[config.mk]
export PLATFORM = sky130hd
export DESIGN_NAME = simd_addsub_lanes
export DESIGN_NICKNAME = d
export VERILOG_FILES = /design/src/rtl/simd_addsub_lanes.sv
export SDC_FILE = /design/constraint.sdc
export NUM_CORES = 1
export LEC_CHECK = 0
export ABC_AREA = 1
export CORE_ASPECT_RATIO = 1.5
export CORE_MARGIN = 3
export CORE_UTILIZATION = 53
export DETAILED_ROUTE_END_ITERATION = 6
export PLACE_DENSITY = 0.82
export RECOVER_POWER = 50
export SLEW_MARGIN = 20
export SYNTH_ARGS = -nofsm -noshare
export SYNTH_HDL_FRONTEND = slang
export SYNTH_SLANG_ARGS = --single-unit
[constraint.sdc]
create_clock -name ap_clk -period 4.37 [get_ports ap_clk]
set_input_delay 1.0925 -clock ap_clk [delete_from_list [all_inputs] [get_ports ap_clk]]
set_output_delay 1.0925 -clock ap_clk [all_outputs]
set_load 0.1 [all_outputs]
[src/rtl/simd_addsub_lanes.sv]
// Packed-lane SIMD add/subtract with optional saturation and per-lane overflow flags.
// Two-stage valid/ready pipeline with a global clock enable that freezes all state.
module simd_addsub_lanes #(
  parameter int unsigned LANES  = 4,
  parameter int unsigned W      = 12,
  parameter bit          SIGNED = 1'b0,
  parameter bit          SAT    = 1'b0
) (
  input  logic                 ap_clk,
  input  logic                 ap_rst,
  input  logic                 ap_ce,
  input  logic                 in_valid,
  output logic                 in_ready,
  input  logic [LANES*W-1:0]   a_val,
  input  logic [LANES*W-1:0]   b_val,
  input  logic [LANES-1:0]     sub,
  output logic                 out_valid,
  input  logic                 out_ready,
  output logic [LANES*W-1:0]   ap_return,
  output logic [LANES-1:0]     ovf
);

  localparam int unsigned BusW = LANES * W;

  logic                      adv1;
  logic                      adv2;
  logic                      v1_q;
  logic                      v2_q;
  logic [LANES-1:0][W:0]     raw_d;
  logic [LANES-1:0][W:0]     raw_q;
  logic [LANES-1:0]          sub_q;
  logic [BusW-1:0]           res_d;
  logic [BusW-1:0]           res_q;
  logic [LANES-1:0]          ovf_d;
  logic [LANES-1:0]          ovf_q;

  // Flow control: S2 frees when empty or drained; S1 frees when empty or S2 takes it.
  always_comb begin
    adv2 = ap_ce & (~v2_q | out_ready);
    adv1 = ap_ce & (~v1_q | adv2);
  end

  assign in_ready  = adv1;
  assign out_valid = v2_q;
  assign ap_return = res_q;
  assign ovf       = ovf_q;

  // Stage 1: one extra bit per lane holds carry/borrow (unsigned) or true sign (signed).
  always_comb begin
    logic [W-1:0] a_l;
    logic [W-1:0] b_l;
    logic [W:0]   ea;
    logic [W:0]   eb;
    raw_d = '0;
    a_l   = '0;
    b_l   = '0;
    ea    = '0;
    eb    = '0;
    for (int i = 0; i < int'(LANES); i++) begin
      a_l = a_val[i*W +: W];
      b_l = b_val[i*W +: W];
      if (SIGNED) begin
        ea = {a_l[W-1], a_l};
        eb = {b_l[W-1], b_l};
      end else begin
        ea = {1'b0, a_l};
        eb = {1'b0, b_l};
      end
      raw_d[i] = sub[i] ? (ea - eb) : (ea + eb);
    end
  end

  // Stage 2: overflow detection and optional clamp, lane by lane.
  always_comb begin
    logic [W:0]   r;
    logic         of;
    logic [W-1:0] sat_val;
    res_d   = '0;
    ovf_d   = '0;
    r       = '0;
    of      = 1'b0;
    sat_val = '0;
    for (int i = 0; i < int'(LANES); i++) begin
      r = raw_q[i];
      if (SIGNED) begin
        // Sign-extended result disagrees with its truncation exactly on overflow.
        of      = r[W] ^ r[W-1];
        sat_val = r[W] ? {1'b1, {(W-1){1'b0}}} : {1'b0, {(W-1){1'b1}}};
      end else begin
        of      = r[W];
        sat_val = sub_q[i] ? {W{1'b0}} : {W{1'b1}};
      end
      ovf_d[i]          = of;
      res_d[i*W +: W]   = (SAT && of) ? sat_val : r[W-1:0];
    end
  end

  always_ff @(posedge ap_clk or posedge ap_rst) begin
    if (ap_rst) begin
      v1_q  <= 1'b0;
      raw_q <= '0;
      sub_q <= '0;
    end else if (adv1) begin
      v1_q <= in_valid;
      if (in_valid) begin
        raw_q <= raw_d;
        sub_q <= sub;
      end
    end
  end

  always_ff @(posedge ap_clk or posedge ap_rst) begin
    if (ap_rst) begin
      v2_q  <= 1'b0;
      res_q <= '0;
      ovf_q <= '0;
    end else if (adv2) begin
      v2_q <= v1_q;
      if (v1_q) begin
        res_q <= res_d;
        ovf_q <= ovf_d;
      end
    end
  end

endmodule

==> flow_metrics.py, run 1 <==
metrics = {
    "status": {
        "outcome": "finished with violations",
        "violations": "max-capacitance violations, max-slew violations",
    },
    "placed_design": {
        "io_buffer_count": 158,
        "hpwl_um": 15250,
        "placed_cells": 1503,
        "placed_area_sq_mm": 0.009788,
        "place_congestion": 0.9470,
    },
    "setup_path": {
        "crit_fanout": 57,
        "worstReg2RegEnd": "ovf[0]",
        "cp.required_ns": 4.60,
        "cp.arrival_ns": 3.78,
        "startpoint_type": "input port",
        "path_class": "input port to register",
        "r2r_slack_ns": 1.74,
        "cp-end-kind": "register",
        "reg2regPathDepth": 6,
        "r2r-start": "out_valid",
    },
    "timing": {
        "fin_skew_ns": 0.008749,
        "finalSetupTns_ns": 0,
        "tightest_slew_ns": 2.220,
        "timing.final.crit_share_pct": 81.36,
        "fmax_mhz": 281.3,
        "relSlewSlack_pct": -47.97,
        "rsz0062_at_grt": "no",
        "setup_viol": 0,
        "fin_crit_ns": 3.555,
        "finalMaxSlewViolations": 59,
        "hold_viol": 0,
        "hold_ws_ns": 0.4733,
    },
    "power": {
        "ir_worst_vdd_v": 0.0004454,
        "p_leak_nw": 5.379,
        "power_density_mw_per_mm2": 571.5,
    },
    "floorplan": {
        "io_pins": 159,
        "coreArea_sq_mm": 0.01466,
        "start_util_pct": 54.57,
        "die_h_um": 156.5,
        "dieArea_sq_mm": 0.01664,
        "num_rows": 54,
        "fp.dieW_um": 106.3,
    },
    "synth": {
        "synthXorXnorAreaFrac_pct": 5.036,
        "yosysTopAreaCellShare_pct": 33.16,
        "synth_top_area_cell": "dfrtp_1",
        "synth.cell_area_sq_mm": 0.008000,
        "avgSynthCellArea_sq_um": 6.873,
        "synth_compound_area_share_pct": 7.210,
        "yosys.cell_types.count": 25,
        "netlist_top_cells_area": "dfrtp_1 (33%), nand2_1 (18%), inv_1 (10%), ha_1 (8.1%), nand3_1 (5.9%)",
        "synth_top_family_by_area": "simple AND/OR/NAND/NOR gates",
        "synth-seq-area-share_pct": 33.16,
        "synthAdderAreaFrac_pct": 9.134,
        "yosys-mux-area-fraction_pct": 4.363,
        "ys_warn_count": 0,
        "syn_nets": 1325,
        "yosys.area_share.simple_pct": 29.81,
        "synth_cells": 1164,
        "ys_seq_elements": 106,
    },
    "clock_tree": {
        "htree_levels": 3,
        "path_clk_slew_ns": 0.07,
        "clock-sinks": 106,
        "clock-root-buffer": "clkbuf_16",
        "clockBufferDepth": 2,
        "clk_latency_ns": 0.34,
        "cts_tree": "yes",
        "cts_resized": 0,
        "cts_setup_buffers": 0,
        "hold_buffers": 0,
        "cts_made_buffers": 9,
    },
    "route": {
        "wire_per_inst_um": 12.45,
        "first_pass_iters": 4,
        "ant_nets": 0,
        "drtIter0Drc": 304,
        "drt_wl_total_um": 18910,
        "vias": 7530,
        "viasPerCell": 4.957,
        "drcViolationCount": 0,
    },
    "cells_and_area": {
        "nets": 1479,
        "n_antenna_cell": 0,
        "drive_gt1_share_pct": 4.686,
        "fin_area_sq_mm": 0.01007,
        "nFillCells": 1284,
        "syn_to_final_growth_pct": 25.88,
        "instances_no_fill": 1519,
    },
    "global_routing": {
        "grt_pass1_wl_um": 32390,
        "grt_max_degree": 62,
        "antenna_found_initial": 0,
        "grt_pass1_vias": 7402,
        "grt_use_total_pct": 23.56,
        "grt-ovfl-total": 0,
    },
    "flow_run": {
        "cap_violations": 1,
    },
    "hold_path": {
        "hold-path-cell-count": 2,
        "hold_end": "raw_q[48]",
        "hold_path.class": "register to register",
        "hp-start": "raw_q[48]",
    },
}
[cell families after synthesis]
logic type | Yosys count
compound gates | 111
xor+xnor | 46
fa+ha+maj | 56
buf+inv | 235
flops | 106
mux | 31
simple gates | 579
[sequential cells by signal, indices dropped and copies added (netlist names)]
register,cells
ap_return,48
raw_q,48
ovf,4
ovf_d,4
out_valid,1
v1_q,1
[synthesized netlist by cell type (all sizes together)]
cell type    n
a21oi       27
a22oi        3
a31oi        1
buf         13
clkbuf       5
dfrtp      106
fa           4
ha          52
inv        217
mux2        31
nand2      378
nand3       94
nand3b       7
nand4       13
nor2        77
nor3         1
o21ai       73
o22ai        4
o31ai        3
or2          9
xnor2       16
xor2        30
[power by group]
| group | internal, mW | switching (mW) | total [mW] |
|---|---|---|---|
| Combinational | 0.914 | 2.50 | 3.41 |
| Sequential | 1.35 | 0.180 | 1.53 |
| Clock | 0.450 | 0.365 | 0.816 |
[worst max path at each step]
stage	startpoint	end	slack, ns	cells past startpoint
2_1_floorplan	ap_rst	ap_return[0]	0.49	1
3_3_place_gp	sub[2]	ovf_d[2]	0.66	15
3_5_place_dp	sub[2]	ovf_d[2]	0.62	14
4_1_cts	sub[2]	ovf_d[2]	0.97	14
5_1_grt	out_ready	ovf[2]	0.57	8
6_report	out_ready	ovf[0]	0.81	8
[metal layers]
layer | wire, um | track usage, %
met3 | 706 | 3.384
met4 | 439 | 7.469
met2 | 10130 | 45.24
met5 | 0 | 0
met1 | 7641 | 26.51
[stage by stage]
| step | setup slack (ns) | power (mW) | util, % |
|---|---|---|---|
| floorplan | 0.4886 | 4.105 | - |
| global placement | 0.6566 | 4.927 | 66.76 |
| detailed placement | 0.6157 | 4.981 | 66.76 |
| CTS | 0.9747 | 5.806 | 68.83 |
| global route | 0.5692 | 6.093 | 68.69 |
| finish | 0.8147 | 5.756 | 68.69 |
[cell usage in the layout, fill, tap and decap left out, types with 4 or more instances in the layout]
cell type        instances
nand2_1                378
inv_1                  216
clkdlybuf4s50_1        155
dfrtp_1                106
nand3_1                 94
nor2_1                  77
o21ai_0                 61
ha_1                    52
mux2_2                  31
xor2_1                  30
a21oi_1                 27
xnor2_1                 16
nand4_1                 13
o21ai_1                 12
or2_2                    9
clkbuf_16                9
nand3b_1                 7
o22ai_1                  4
fa_1                     4
[final cells by class]
type | count | area, sq um | share of cell area, %
clock buffers | 9 | 225.2 | 2.236
clock inverters | 7 | 77.57 | 0.7703
inverters | 217 | 814.5 | 8.088
multi-input cells | 823 | 4444 | 44.13
flip-flops and latches | 106 | 2653 | 26.34
well taps | 196 | 245.2 | 2.435
repair buffers | 161 | 1612 | 16.00
[critical path, cell delays in order]
cell,delay (ns)
dlygate4sd3_1,0.53
inv_1,0.05
nand2_1,0.04
nand2_1,0.08
inv_1,0.06
nand2_1,0.42
clkbuf_2,1.03
mux2_2,0.43
No activity file was read; power rests on OpenSTA's default activity.
==> run 2, diff against run 1 <==
- clock period: 4.37 -> 3.3 ns (I/O delays scaled with it)
==> run 2 against run 1 <==
Effect of this change:
- count of clock-buffer cells in the layout increased by 3
- flip-flop and latch count unchanged
- wire length rose by 4.4%
- hold slack barely moved
- the run now ends clean
- design area increased by 1.1%
- critical path depth did not move
- clock skew is 0.0014 ns lower
- worst setup slack worse by 0.57 ns
- register-to-register slack got worse by 0.46 ns
- utilization up 0.77 points
- critical endpoint is now in_ready
- critical path type is now input port to output pin
- final cell count rose by 2.6%
==> flow_metrics.py, run 2 (same netlist as run 1, synthesis figures left out) <==
metrics = {
    "status": {
        "outcome": "finished, final reports clean",
    },
    "setup_path": {
        "path_delay_family": "buffers and inverters",
        "crit_fanout": 3,
        "path_cells": "dlygate4sd3_1, inv_1, nand2_1, nand2_1, inv_1, nor2_1, nor2_1, buf_12",
        "cp_num_buf_inv": 4,
        "path_class": "input port to output pin",
        "startpoint_type": "input port",
        "cp.arrival_ns": 2.23,
        "critPathSlowestCell": "dlygate4sd3_1",
        "max_stage_delay_ns": 0.58,
        "cp-end-kind": "output pin",
        "cp.required_ns": 2.47,
    },
    "route": {
        "viasPerCell": 4.972,
        "wire_per_inst_um": 12.67,
        "vias": 7751,
        "ant_nets": 0,
        "drcViolationCount": 0,
        "first_pass_iters": 7,
        "drtIter0Drc": 292,
        "drt_wl_total_um": 19750,
    },
    "cells_and_area": {
        "seq_area_sq_mm": 0.002653,
        "n_antenna_cell": 0,
        "multi_input_area_sq_mm": 0.004453,
        "final_core_util_pct": 69.46,
        "final_common_cell": "nand2_1",
        "nets": 1519,
        "syn_to_final_growth_pct": 27.29,
        "drive_gt1_share_pct": 10.05,
        "fin_area_sq_mm": 0.01018,
        "nFillCells": 1303,
        "final_cell_mix": "nand2_1 (377), inv_1 (215), dfrtp_1 (106), clkdlybuf4s50_1 (102), nand3_1 (94)",
    },
    "clock_tree": {
        "clock-sinks": 106,
        "htree_levels": 3,
        "cts_setup_buffers": 0,
        "clock-root-buffer": "clkbuf_16",
        "clk_latency_ns": 0.35,
        "path_clk_slew_ns": 0.06,
        "cts_tree": "yes",
        "cts_made_buffers": 9,
        "clockBufferDepth": 2,
        "hold_buffers": 0,
    },
    "timing": {
        "fin_crit_ns": 3.054,
        "setup_viol": 0,
        "hold_viol": 0,
        "timing.final.crit_share_pct": 92.56,
        "tightest_slew_ns": 1.365,
        "worst_slack_ns": 0.2457,
        "fmax_mhz": 327.4,
        "fin_skew_ns": 0.007313,
        "rsz0062_at_grt": "yes",
        "relSlewSlack_pct": 8.523,
        "finalMaxSlewViolations": 0,
    },
    "placed_design": {
        "pre_cts_ws_ns": -0.03628,
        "placed_area_sq_mm": 0.01001,
        "io_buffer_count": 158,
        "hpwl_um": 16080,
        "place_congestion": 0.8925,
    },
    "global_routing": {
        "grt-ovfl-total": 0,
        "grt_max_degree": 62,
        "grt_use_total_pct": 24.71,
        "grt_pass1_wl_um": 33520,
        "grt_pass1_vias": 7735,
        "antenna_found_initial": 0,
    },
    "floorplan": {
        "start_util_pct": 54.57,
        "coreArea_sq_mm": 0.01466,
        "die_h_um": 156.5,
        "fp.dieW_um": 106.3,
        "num_rows": 54,
        "dieArea_sq_mm": 0.01664,
        "io_pins": 159,
    },
    "hold_path": {
        "hold_path.class": "register to register",
    },
    "power": {
        "power_mw": 7.502,
        "p_leak_nw": 5.547,
        "ir_worst_vdd_v": 0.0006356,
        "power_density_mw_per_mm2": 736.7,
    },
    "flow_run": {
        "cap_violations": 0,
    },
}
-- run 2: cell count changes in the layout (fill, tap and decap cells not counted), sizes merged --
cell	change
buf	+72
clkdlybuf4s50	-53
inv	-3
clkinv	-4
clkbuf	+24
clkinvlp	+4
-- run 2: worst paths after layout --
kind | from | end | slack (ns) | cells after the start
setup / recovery | out_ready | in_ready | 0.25 | 8
hold / removal | raw_q[48] | raw_q[48] | 0.47 | 2
setup reg to reg | out_valid | ovf[2] | 1.28 | 6
hold reg to reg | raw_q[48] | raw_q[48] | 0.47 | 2
max in group asynchronous | ap_rst | ap_return[20] | 0.54 | 3
min in group asynchronous | ap_rst | ap_return[37] | 1.25 | 2
-- run 2: layout make-up --
type	count	area share, %
multi-input cells	823	43.73
flip-flops and latches	106	26.05
inverters	217	8.011
clock buffers	12	2.322
well taps	196	2.408
repair buffers	201	16.97
clock inverters	4	0.5160
-- run 2: tightest hold or removal path, delay by kind of cell (launching register included) --
family | cells | cell delay [ns]
flip-flops | 1 | 0.34
AND/OR/NAND/NOR | 2 | 0.10
-- run 2: routing by layer --
layer  vias to the layer above  track usage (%)  wire length (um)
li1                       4026                -                 -
met1                      3506            26.76              7747
met2                       179            47.66             10560
met3                        40            3.549               853
met4                         0            9.815               588
met5                         -                0                 0
-- run 2: timing repair --
item / 4_1_cts / 5_1_grt
setup endpoints to repair: 0 / 3
endpoints found under the hold margin: 0 / 0
resized for setup: 0 / 4
-- run 2: report_power, final --
part           leakage (nW)  internal [mW]  total (mW)  switching (mW)
clock                 0.129          0.590        1.06           0.467
combinational          4.11           1.07        4.41            3.34
sequential             1.31           1.79        2.04           0.249
total                  5.55           3.45        7.50            4.05
-- run 2: stage by stage --
stage                     TNS (ns)  cells  hold slack (ns)
final                            0   1559           0.4728
after global routing             0   1559           0.5032
after CTS                        0   1559           0.4795
after detailed placement   -0.1098   1543           0.4618
after global placement    -0.06807   1543           0.4586
after floorplan                  0   1164           0.4451
==> run 3, diff against run 2 <==
- CORE_MARGIN: 3 -> 1
==> run 3 against run 2 <==
Effect of this change:
- the flow now finishes with violations (max-capacitance violations, max-slew violations)
- global-route usage grew 0.55 points
- clock power is essentially flat
- sequential share of layout area grew 0.13 points
- sequential power is essentially flat
- total power shrank 0.41%
- via count shrank 0.12%
- register-to-register slack lost 0.32 ns
- largest cell class unchanged
- largest power group unchanged
- highest routed layer unchanged
==> flow_metrics.py, run 3 (same netlist as run 1, synthesis figures left out) <==
metrics = {
    "floorplan": {
        "coreArea_sq_mm": 0.01466,
        "die_h_um": 152.5,
        "fp.dieW_um": 102.3,
        "start_util_pct": 54.57,
        "num_rows": 54,
        "dieArea_sq_mm": 0.01560,
        "io_pins": 159,
    },
    "status": {
        "outcome": "finished with violations",
        "violations": "max-capacitance violations, max-slew violations",
    },
    "timing": {
        "finalMaxSlewViolations": 75,
        "fin_skew_ns": 0.009856,
        "fmax_mhz": 326.0,
        "hold_viol": 0,
        "fin_crit_ns": 3.068,
        "tightest_slew_ns": 1.546,
        "timing.final.crit_share_pct": 92.96,
        "relSlewSlack_pct": -3.039,
        "finalSetupTns_ns": 0,
        "setup_viol": 0,
        "rsz0062_at_grt": "no",
        "worst_slack_ns": 0.2322,
    },
    "setup_path": {
        "path_class": "input port to register",
        "cp.required_ns": 3.54,
        "startpoint": "b_val[0]",
        "cpMostUsedCell": "nand2_1",
        "max_stage_delay_ns": 0.44,
        "cp.arrival_ns": 3.30,
        "critPathSlowestCell": "clkdlybuf4s50_1",
        "startpoint_type": "input port",
        "reg2regPathDepth": 6,
        "path_cells": "clkdlybuf4s50_1, inv_1, ha_1, nand2_1, o21ai_0, nand2_1, xor2_1, inv_1, ha_1, nand2_1, nor2_1, nand3_1, nand3_1, nand2_1, nand3_1, nand2_1",
        "cp-end-kind": "register",
        "crit_fanout": 4,
        "r2r-start": "out_valid",
    },
    "route": {
        "drt_wl_total_um": 18830,
        "drcViolationCount": 0,
        "drtIter0Drc": 250,
        "vias": 7742,
        "first_pass_iters": 4,
        "ant_nets": 0,
        "wire_per_inst_um": 12.10,
        "viasPerCell": 4.976,
    },
    "cells_and_area": {
        "final_common_cell": "nand2_1",
        "final_cell_mix": "nand2_1 (377), inv_1 (214), dfrtp_1 (106), clkdlybuf4s50_1 (103), nand3_1 (94)",
        "nets": 1516,
        "fin_area_sq_mm": 0.01013,
        "syn_to_final_growth_pct": 26.65,
        "drive_gt1_share_pct": 9.559,
        "n_antenna_cell": 0,
    },
    "global_routing": {
        "grt_pass1_vias": 7496,
        "grt-ovfl-total": 0,
        "grt_use_total_pct": 25.26,
        "grt_pass1_wl_um": 31750,
        "grt_max_degree": 75,
        "antenna_found_initial": 0,
    },
    "hold_path": {
        "hold_path.class": "register to register",
        "hold-path-cell-count": 2,
        "hp-start": "raw_q[45]",
    },
    "placed_design": {
        "place_congestion": 0.9074,
        "placed_area_sq_mm": 0.009972,
        "pre_cts_ws_ns": -0.09690,
        "io_buffer_count": 158,
        "hpwl_um": 15200,
    },
    "clock_tree": {
        "hold_buffers": 0,
        "htree_levels": 3,
        "path_clk_slew_ns": 0.07,
        "cts_made_buffers": 9,
        "clk_latency_ns": 0.34,
        "cts_tree": "yes",
        "clock-root-buffer": "clkbuf_16",
        "clockBufferDepth": 2,
        "cts_setup_buffers": 0,
        "clock-sinks": 106,
    },
    "power": {
        "power_mw": 7.471,
        "power_density_mw_per_mm2": 737.4,
        "ir_worst_vdd_v": 0.0005602,
        "p_leak_nw": 5.522,
    },
    "flow_run": {
        "cap_violations": 1,
    },
}
==> run 3: changes by cell type in the layout (fill, tap and decap cells not counted), moves of 2 or more <==
cell | before | now
clkbuf_1 | 22 | 25
clkinvlp_4 | 3 | 1
buf_4 | 72 | 64
clkinv_2 | 0 | 2
==> run 3: layout make-up <==
type                            instances  area [sq um]
Clock buffer                            9         225.2
Sequential cell                       106          2653
Tap cell                              196         245.2
Multi-Input combinational cell        823          4447
Timing Repair Buffer                  198          1670
Inverter                              217         815.8
Clock inverter                          7         76.32
Fill cell                            1269          4529
==> run 3: worst paths after layout <==
check | to | slack [ns]
min in group asynchronous | raw_q[48] | 1.19
worst min register to register | raw_q[45] | 0.48
worst min-delay path | raw_q[45] | 0.48
worst max-delay path | ovf_d[0] | 0.23
max in group asynchronous | ap_return[47] | 0.64
worst max register to register | ovf[0] | 0.96
==> run 3: critical path, delay by kind of cell <==
kind,cells,cell delay [ns]
AO/OA/AOI/OAI,1,0.32
AND/OR/NAND/NOR,9,0.89
XOR/XNOR,1,0.15
adder cells (fa/ha/maj),2,0.52
buffers and inverters,3,0.59
==> run 3: timing repair <==
| item | CTS | global route |
|---|---|---|
| endpoints found under the hold margin | 0 | 0 |
| endpoints found under the setup margin | 0 | 3 |
| resized for setup | 0 | 2 |
==> run 3: report_power, final <==
part | switching [mW] | total (mW) | internal (mW) | leakage, nW
Clock | 0.485 | 1.08 | 0.595 | 0.148
Combinational | 3.32 | 4.35 | 1.04 | 4.06
Sequential | 0.253 | 2.04 | 1.79 | 1.31
==> run 3: per-layer routing <==
metal  up-vias  global-route usage, %  routed length, um
li1       4011                      -                  -
met1      3510                  27.74               7690
met2       178                  47.59               9982
met3        43                  3.028                569
met4         0                  10.14                588
met5         -                      0                  0
==> run 3: metrics by stage <==
| stage | util (%) | hold WS (ns) | cells |
|---|---|---|---|
| after CTS | 70.07 | 0.4797 | 1556 |
| after floorplan | - | 0.4451 | 1164 |
| final | 69.11 | 0.4764 | 1556 |
| after global placement | 68.02 | 0.4599 | 1540 |
| after global routing | 69.11 | 0.5084 | 1556 |
| after detailed placement | 68.02 | 0.4616 | 1540 |
